===== config.mk =====
export PLATFORM = sky130hd
export DESIGN_NAME = dict_encoder
export DESIGN_NICKNAME = d
export VERILOG_FILES = /design/src/rtl/dict_encoder_pkg.sv /design/src/rtl/dict_encoder_vocab_lookup.sv /design/src/rtl/dict_encoder.sv
export SDC_FILE = /design/constraint.sdc
export NUM_CORES = 1
export LEC_CHECK = 0
export BUFFER_PORTS_ARGS = -buffer_cell sky130_fd_sc_hd__buf_2
export CORE_MARGIN = 10
export CORE_UTILIZATION = 55
export CTS_BUF_LIST = sky130_fd_sc_hd__clkbuf_4
export CTS_CLUSTER_DIAMETER = 40
export CTS_CLUSTER_SIZE = 12
export DETAILED_ROUTE_END_ITERATION = 12
export PLACE_DENSITY = 0.89
export SLEW_MARGIN = 20
export SYNTH_ARGS = -nofsm -noshare
export SYNTH_HDL_FRONTEND = slang
export SYNTH_SLANG_ARGS = --single-unit

===== constraint.sdc =====
create_clock -name clk -period 5.78 [get_ports clk]
set_clock_uncertainty 0.15 [all_clocks]
set_input_delay 1.156 -clock clk [delete_from_list [all_inputs] [get_ports clk]]
set_output_delay 1.156 -clock clk [all_outputs]
set_load 0.01 [all_outputs]

===== src/rtl/dict_encoder_pkg.sv =====
// Shared definitions for the dictionary encoder: the controller state
// encoding (also used by the vocab walker) and the NUL character code.
package dict_encoder_pkg;

    typedef enum logic [3:0] {
        IDLE   = 4'd0,
        WORD   = 4'd1,
        CMP    = 4'd2,
        SKIPK  = 4'd3,
        SKIPV  = 4'd4,
        EMITV  = 4'd5,
        COPYW  = 4'd6,
        FINISH = 4'd7,
        DONE   = 4'd8
    } state_t;

    // Code of the string terminator character.
    localparam int NUL_CODE = 0;

endpackage


===== src/rtl/dict_encoder_vocab_lookup.sv =====
// Vocab walker: compares one input word against successive (key,value)
// entries. Each character costs one read-issue cycle and one compare cycle.
// Reports a one-cycle hit (with value start and post-word address) or miss.
// Uses states IDLE, CMP, SKIPK, SKIPV of state_t; exposed on 'state'.
module vocab_lookup
    import dict_encoder_pkg::*;
#(
    parameter int ADDR_WIDTH = 8,
    parameter int DATA_WIDTH = 8
) (
    input  logic                  clk,
    input  logic                  rst,
    input  logic                  start,
    input  logic [ADDR_WIDTH-1:0] word_addr,
    input  logic [ADDR_WIDTH-1:0] vocab_base,
    input  logic [ADDR_WIDTH-1:0] vocab_last,
    input  logic [DATA_WIDTH-1:0] in_rdata,
    input  logic [DATA_WIDTH-1:0] vocab_rdata,
    output logic [ADDR_WIDTH-1:0] in_addr,
    output logic [ADDR_WIDTH-1:0] vocab_addr,
    output logic                  hit,
    output logic                  miss,
    output logic [ADDR_WIDTH-1:0] val_addr,
    output logic [ADDR_WIDTH-1:0] next_wp,
    output state_t                state
);

    localparam logic [DATA_WIDTH-1:0] NUL = DATA_WIDTH'(NUL_CODE);
    localparam logic [ADDR_WIDTH-1:0] ONE = ADDR_WIDTH'(1);

    state_t                state_n;
    logic                  chk, chk_n;     // 0: issue reads, 1: compare returned data
    logic [ADDR_WIDTH-1:0] ws, ws_n;       // word start
    logic [ADDR_WIDTH-1:0] ip, ip_n;       // input pointer
    logic [ADDR_WIDTH-1:0] vp, vp_n;       // vocab pointer

    assign in_addr    = ip;
    assign vocab_addr = vp;

    // Walker state and pointer registers.
    always_ff @(posedge clk) begin
        if (rst) begin
            state <= IDLE;
            chk   <= 1'b0;
            ws    <= '0;
            ip    <= '0;
            vp    <= '0;
        end else begin
            state <= state_n;
            chk   <= chk_n;
            ws    <= ws_n;
            ip    <= ip_n;
            vp    <= vp_n;
        end
    end

    // Compare/skip walk; a pointer past vocab_last or an empty key ends in miss.
    always_comb begin
        state_n  = state;
        chk_n    = chk;
        ws_n     = ws;
        ip_n     = ip;
        vp_n     = vp;
        hit      = 1'b0;
        miss     = 1'b0;
        val_addr = vp + ONE;
        next_wp  = ip + ONE;
        case (state)
            IDLE: begin
                if (start) begin
                    ws_n    = word_addr;
                    ip_n    = word_addr;
                    vp_n    = vocab_base;
                    chk_n   = 1'b0;
                    state_n = CMP;
                end
            end
            CMP: begin
                if (!chk) begin
                    if (vp > vocab_last) begin
                        miss    = 1'b1;
                        state_n = IDLE;
                    end else begin
                        chk_n = 1'b1;
                    end
                end else begin
                    chk_n = 1'b0;
                    if (ip == ws && vocab_rdata == NUL) begin
                        miss    = 1'b1;
                        state_n = IDLE;
                    end else if (vocab_rdata == in_rdata) begin
                        if (vocab_rdata == NUL) begin
                            hit     = 1'b1;
                            state_n = IDLE;
                        end else begin
                            ip_n = ip + ONE;
                            vp_n = vp + ONE;
                        end
                    end else begin
                        // Key already terminated here: next char starts the value.
                        vp_n    = vp + ONE;
                        state_n = (vocab_rdata == NUL) ? SKIPV : SKIPK;
                    end
                end
            end
            SKIPK, SKIPV: begin
                if (!chk) begin
                    if (vp > vocab_last) begin
                        miss    = 1'b1;
                        state_n = IDLE;
                    end else begin
                        chk_n = 1'b1;
                    end
                end else begin
                    chk_n = 1'b0;
                    vp_n  = vp + ONE;
                    if (vocab_rdata == NUL) begin
                        if (state == SKIPK) begin
                            state_n = SKIPV;
                        end else begin
                            ip_n    = ws;
                            state_n = CMP;
                        end
                    end
                end
            end
            default: state_n = IDLE;
        endcase
    end

endmodule


===== src/rtl/dict_encoder.sv =====
// Dictionary encoder top: word pointer, output writer, overflow check and
// counters around the vocab_lookup walker.
// Optional feature macro ENC_STATS_EN adds saturating hit_cnt/miss_cnt ports.
// Handshake: cs is a start request honoured only while not busy (IDLE/DONE);
// done is a level that holds until the next accepted cs.
module dict_encoder
    import dict_encoder_pkg::*;
#(
    parameter int ADDR_WIDTH = 8,
    parameter int DATA_WIDTH = 8
) (
    input  logic                  clk,
    input  logic                  rst,
    input  logic                  cs,
    input  logic [ADDR_WIDTH-1:0] in_base,
    input  logic [ADDR_WIDTH-1:0] vocab_base,
    input  logic [ADDR_WIDTH-1:0] vocab_last,
    input  logic [ADDR_WIDTH-1:0] out_base,
    input  logic [ADDR_WIDTH-1:0] out_last,
    output logic [ADDR_WIDTH-1:0] in_addr,
    input  logic [DATA_WIDTH-1:0] in_rdata,
    output logic [ADDR_WIDTH-1:0] vocab_addr,
    input  logic [DATA_WIDTH-1:0] vocab_rdata,
    output logic [ADDR_WIDTH-1:0] out_addr,
    output logic [DATA_WIDTH-1:0] out_wdata,
    output logic                  out_we,
    output logic                  busy,
    output logic                  done,
    output logic                  err,
    output logic [ADDR_WIDTH-1:0] word_cnt,
`ifdef ENC_STATS_EN
    output logic [ADDR_WIDTH-1:0] hit_cnt,
    output logic [ADDR_WIDTH-1:0] miss_cnt,
`endif
    output state_t                dbg_state,
    output state_t                dbg_lk_state
);

    localparam logic [DATA_WIDTH-1:0] NUL = DATA_WIDTH'(NUL_CODE);
    localparam logic [ADDR_WIDTH-1:0] ONE = ADDR_WIDTH'(1);

    state_t                state, state_n;
    logic                  accept;
    logic                  wchk, wchk_n;   // WORD: 0 issue read, 1 test char
    logic                  pend, pend_n;   // read data returning this cycle
    logic                  err_n;
    logic [ADDR_WIDTH-1:0] wp, wp_n, rp, rp_n, op, op_n, nwp, nwp_n, word_cnt_n;
    logic [ADDR_WIDTH-1:0] vbase, vlast, olast;
    logic [DATA_WIDTH-1:0] src_data;

    logic                  lk_start, lk_hit, lk_miss;
    logic [ADDR_WIDTH-1:0] lk_in_addr, lk_vocab_addr, lk_val_addr, lk_next_wp;

    vocab_lookup #(.ADDR_WIDTH(ADDR_WIDTH), .DATA_WIDTH(DATA_WIDTH)) u_lookup (
        .clk         (clk),
        .rst         (rst),
        .start       (lk_start),
        .word_addr   (wp),
        .vocab_base  (vbase),
        .vocab_last  (vlast),
        .in_rdata    (in_rdata),
        .vocab_rdata (vocab_rdata),
        .in_addr     (lk_in_addr),
        .vocab_addr  (lk_vocab_addr),
        .hit         (lk_hit),
        .miss        (lk_miss),
        .val_addr    (lk_val_addr),
        .next_wp     (lk_next_wp),
        .state       (dbg_lk_state)
    );

    assign dbg_state  = state;
    assign busy       = !(state == IDLE || state == DONE);
    assign done       = (state == DONE);
    assign out_addr   = op;
    assign src_data   = (state == EMITV) ? vocab_rdata : in_rdata;
    assign in_addr    = (state == CMP) ? lk_in_addr : (state == COPYW) ? rp : wp;
    assign vocab_addr = (state == EMITV) ? rp : lk_vocab_addr;

    // Controller state, pointers and result registers; bases latched on accept.
    always_ff @(posedge clk) begin
        if (rst) begin
            state    <= IDLE;
            wchk     <= 1'b0;
            pend     <= 1'b0;
            wp       <= '0;
            rp       <= '0;
            op       <= '0;
            nwp      <= '0;
            err      <= 1'b0;
            word_cnt <= '0;
            vbase    <= '0;
            vlast    <= '0;
            olast    <= '0;
        end else begin
            state    <= state_n;
            wchk     <= wchk_n;
            pend     <= pend_n;
            wp       <= wp_n;
            rp       <= rp_n;
            op       <= op_n;
            nwp      <= nwp_n;
            err      <= err_n;
            word_cnt <= word_cnt_n;
            if (accept) begin
                vbase <= vocab_base;
                vlast <= vocab_last;
                olast <= out_last;
            end
        end
    end

    // Next-state logic and output write strobe with overflow suppression.
    always_comb begin
        state_n    = state;
        wchk_n     = wchk;
        pend_n     = pend;
        wp_n       = wp;
        rp_n       = rp;
        op_n       = op;
        nwp_n      = nwp;
        err_n      = err;
        word_cnt_n = word_cnt;
        accept     = 1'b0;
        lk_start   = 1'b0;
        out_we     = 1'b0;
        out_wdata  = '0;
        case (state)
            IDLE, DONE: begin
                if (cs) begin
                    accept     = 1'b1;
                    wp_n       = in_base;
                    op_n       = out_base;
                    err_n      = 1'b0;
                    word_cnt_n = '0;
                    wchk_n     = 1'b0;
                    state_n    = WORD;
                end
            end
            WORD: begin
                if (!wchk) begin
                    wchk_n = 1'b1;
                end else begin
                    wchk_n = 1'b0;
                    if (in_rdata == NUL) begin
                        state_n = FINISH;
                    end else begin
                        lk_start = 1'b1;
                        state_n  = CMP;
                    end
                end
            end
            CMP: begin
                if (lk_hit) begin
                    nwp_n   = lk_next_wp;
                    rp_n    = lk_val_addr;
                    pend_n  = 1'b0;
                    state_n = EMITV;
                end else if (lk_miss) begin
                    rp_n    = wp;
                    pend_n  = 1'b0;
                    state_n = COPYW;
                end
            end
            EMITV, COPYW: begin
                // Reads are issued every cycle; data arrives one cycle later.
                rp_n   = rp + ONE;
                pend_n = 1'b1;
                if (pend) begin
                    if (op > olast) begin
                        err_n   = 1'b1;
                        state_n = DONE;
                    end else begin
                        out_we    = 1'b1;
                        out_wdata = src_data;
                        op_n      = op + ONE;
                        if (src_data == NUL) begin
                            word_cnt_n = word_cnt + ONE;
                            wp_n       = (state == EMITV) ? nwp : rp;
                            wchk_n     = 1'b0;
                            state_n    = WORD;
                        end
                    end
                end
            end
            FINISH: begin
                if (op > olast) begin
                    err_n = 1'b1;
                end else begin
                    out_we = 1'b1;
                    op_n   = op + ONE;
                end
                state_n = DONE;
            end
            default: state_n = IDLE;
        endcase
    end

`ifdef ENC_STATS_EN
    // Saturating hit/miss counters, cleared on an accepted start.
    always_ff @(posedge clk) begin
        if (rst || accept) begin
            hit_cnt  <= '0;
            miss_cnt <= '0;
        end else begin
            if (lk_hit && hit_cnt != '1)
                hit_cnt <= hit_cnt + ONE;
            if (lk_miss && miss_cnt != '1)
                miss_cnt <= miss_cnt + ONE;
        end
    end
`endif

endmodule


==> reports/qor.yml <==
dieArea_sq_mm: 0.01608
synthTopCellsByCount: "nand2_1 (155), a21oi_1 (116), dfxtp_1 (100), nor2_1 (75)"
r2r_end: "word_cnt[7]"
final-hold-violation-count: 0
worstPathRequired_ps: 4470
cap_violations: 0
cp_num_cells: 5
cts-hold-fix-buffers: 0
r2r_start: "dbg_state[0]"
layout_min_cycle_time_ps: 4388
start_util_pct: 57.13
fin_crit_sh_pct: 75.91
rows: 38
worst_slew_pin_slew_ps: 961.6
globalplace.congestion: 0.9569
synth_flop_cell: "dfxtp_1"
seq_power_share_pct: 37.0
n_antenna_cell: 0
core_region_area_sq_mm: 0.01098
power.leakage_nw: 2.857
synthArstFlopShare_pct: 0
drt_iter0_markers: 634
rsz0062_at_grt: "no"
r2r_cells: 7
startpoint: "dbg_state[0]"
max_stage_delay_ps: 990
clk_latency_ps: 460
end_kind: "output port"
critPathTopFamily: "flip-flops"
overflow: 0
synth_edf_count: 0
fin_tns_setup_ps: 0
status: "finished clean"
drv_slew: 0
setup_violations: 0
cts_tree: "yes"
crit_path_max_fanout: 27
cts_buffers: 9
synth_nets: 941
pin_count: 111
die_h_um: 126.8
drtPass1Iterations: 8
sw_frac_of_total_pct: 47.10
viasPerCell: 6.010
netlist_instances: 861
drc: 0
clock_path_buffers: 2
postCtsSetupBuffers: 0
area_delta_synth_final_pct: 10.65
path_class: "flop to output port"
die_w_um: 126.8
avgSynthCellArea_sq_um: 7.288
synth_most_common_cell: "nand2_1"
clockPowerShare_pct: 13.7
crit_path_start_kind: "flop"
vdd_drop_max_mv: 0.2300
endpoint: "out_wdata[3]"
cts-root-buf: "clkbuf_4"
drive_gt1_share_pct: 17.20
clock_sinks: 100
routed_wirelength_mm: 18.15
clk_pin_slew_ps: 170
port_buffers: 110
p_int_mw: 1.345
cp.arrival_ps: 3080
netlist_area_sq_mm: 0.006275
route.vias.total: 6503
fin_ws_ps: 1392
grtUsageTotal_pct: 21.35
dpl.hpwl_mm: 13.36
grt_pass1_wl_mm: 29.42
synthTopCellsByArea: "dfxtp_1 (32%), nand2_1 (9.3%), a21oi_1 (9.3%)"
ys_types: 69
ctsResizeCount: 0
max_freq_mhz: 227.9
power.switching_mw: 1.198
critical_path_buf_inv_count: 1
num-nets-final: 1017
power_density_mw_per_mm2: 366.3
htree_levels: 3
antenna_found_initial: 0
ys.warnings.count: 0
p_comb_share_pct: 49.2
rrSetupSlack_ps: 2060
seq_area_frac_synth_pct: 31.90
detail-route-antenna-nets: 0
yosys.area.top_type: "dfxtp_1"
hp-class: "flop to flop"
pre_cts_ws_ps: 1693
synth-seq-cells: 100
post_drt_wl_per_cell_um: 16.78
maxSlewHeadroom_pct: 35.81
grt_max_degree: 43
cp_cell_sequence: "xor2_1, and2_1, nand4_1, a21oi_1, buf_2"
worst_path_max_delay_cell: "dfxtp_1"
synth_top_area_share_pct: 31.90
grt_pass1_vias: 6033
==> logic make-up after synthesis <==
group	share of synthesized area, %
simple gates	26.32
compound gates	24.37
flops	31.90
buf+inv	5.663
xor+xnor	4.187
fa+ha+maj	4.347
mux	3.150
other cells	0.05976
==> registers in the layout, indices dropped and copies added (netlist names), 4 cells and up <==
name                 flops
out_addr                 8
nwp                      8
u_lookup.in_addr         8
u_lookup.state           4
wp                       8
dbg_state                4
vlast                    8
rp                       8
vbase                    8
olast                    8
u_lookup.ws              8
word_cnt                 8
u_lookup.vocab_addr      8
==> power by group through the flow <==
stage                     Sequential (mW)  Combinational (mW)  Clock (mW)
final                               0.942                1.25       0.349
after global routing                0.953                1.40       0.382
after CTS                           0.935                1.24       0.349
after detailed placement            0.951                1.23           0
after global placement              0.946                1.20           0
after floorplan                     0.902               0.979           0
==> final cells by class <==
cell class | instances | area, sq um
Clock buffer | 10 | 75.07
Clock inverter | 6 | 48.80
Fill cell | 989 | 4040
Inverter | 30 | 112.6
Multi-Input combinational cell | 679 | 3926
Sequential cell | 100 | 2002
Tap cell | 140 | 175.2
Timing Repair Buffer | 117 | 603.1
==> worst min path at each step <==
stage,from,endpoint,slack (ps),cells past startpoint
5_1_grt,vlast[1],vlast[1],340,2
3_5_place_dp,olast[6],olast[6],300,2
3_3_place_gp,vlast[7],vlast[7],290,2
4_1_cts,olast[6],olast[6],320,2
2_1_floorplan,olast[1],olast[1],290,2
6_report,olast[6],olast[6],320,2
==> metrics by stage <==
| step | instances | utilization [%] | hold slack [ps] | total power [mW] | area (sq um) |
|---|---|---|---|---|---|
| finish | 1082 | 63.21 | 318.3 | 2.543 | 6943 |
| global route | 1082 | 63.21 | 342.6 | 2.738 | 6943 |
| CTS | 1082 | 63.14 | 316.6 | 2.521 | 6934 |
| detailed placement | 1066 | 62.01 | 296.8 | 2.180 | 6810 |
| global placement | 1066 | 62.01 | 292.8 | 2.143 | 6810 |
| floorplan | 861 | - | 286.3 | 1.880 | 6275 |
==> routing by layer <==
metal	vias up	track usage, %	wire length [um]
li1	3205	-	-
met5	-	0	0
met3	34	4.165	1660
met2	305	33.48	8454
met1	2959	28.04	7619
met4	0	8.707	417
==> layout by cell type, fill, tap and decap left out, types with 14 or more instances in the layout <==
cell type / count
o21ai_0: 35
nor3_1: 18
xor2_1: 22
mux2i_1: 16
a21oi_1: 116
inv_1: 29
a211oi_1: 16
nor2_1: 74
nand2b_1: 14
nand3_1: 27
buf_2: 110
ha_1: 21
dfxtp_1: 100
nand2_1: 155
==> worst reg2reg max path, cell delays in order (launching register included) <==
cell and delay [ps]:
dfxtp_1 990, nand2b_1 280, or2_2 510, mux2_4 290, a21oi_2 60, a211o_1 610
or4_1 640, a21oi_1 140
Note: power is estimated with default switching activity, not from simulation.
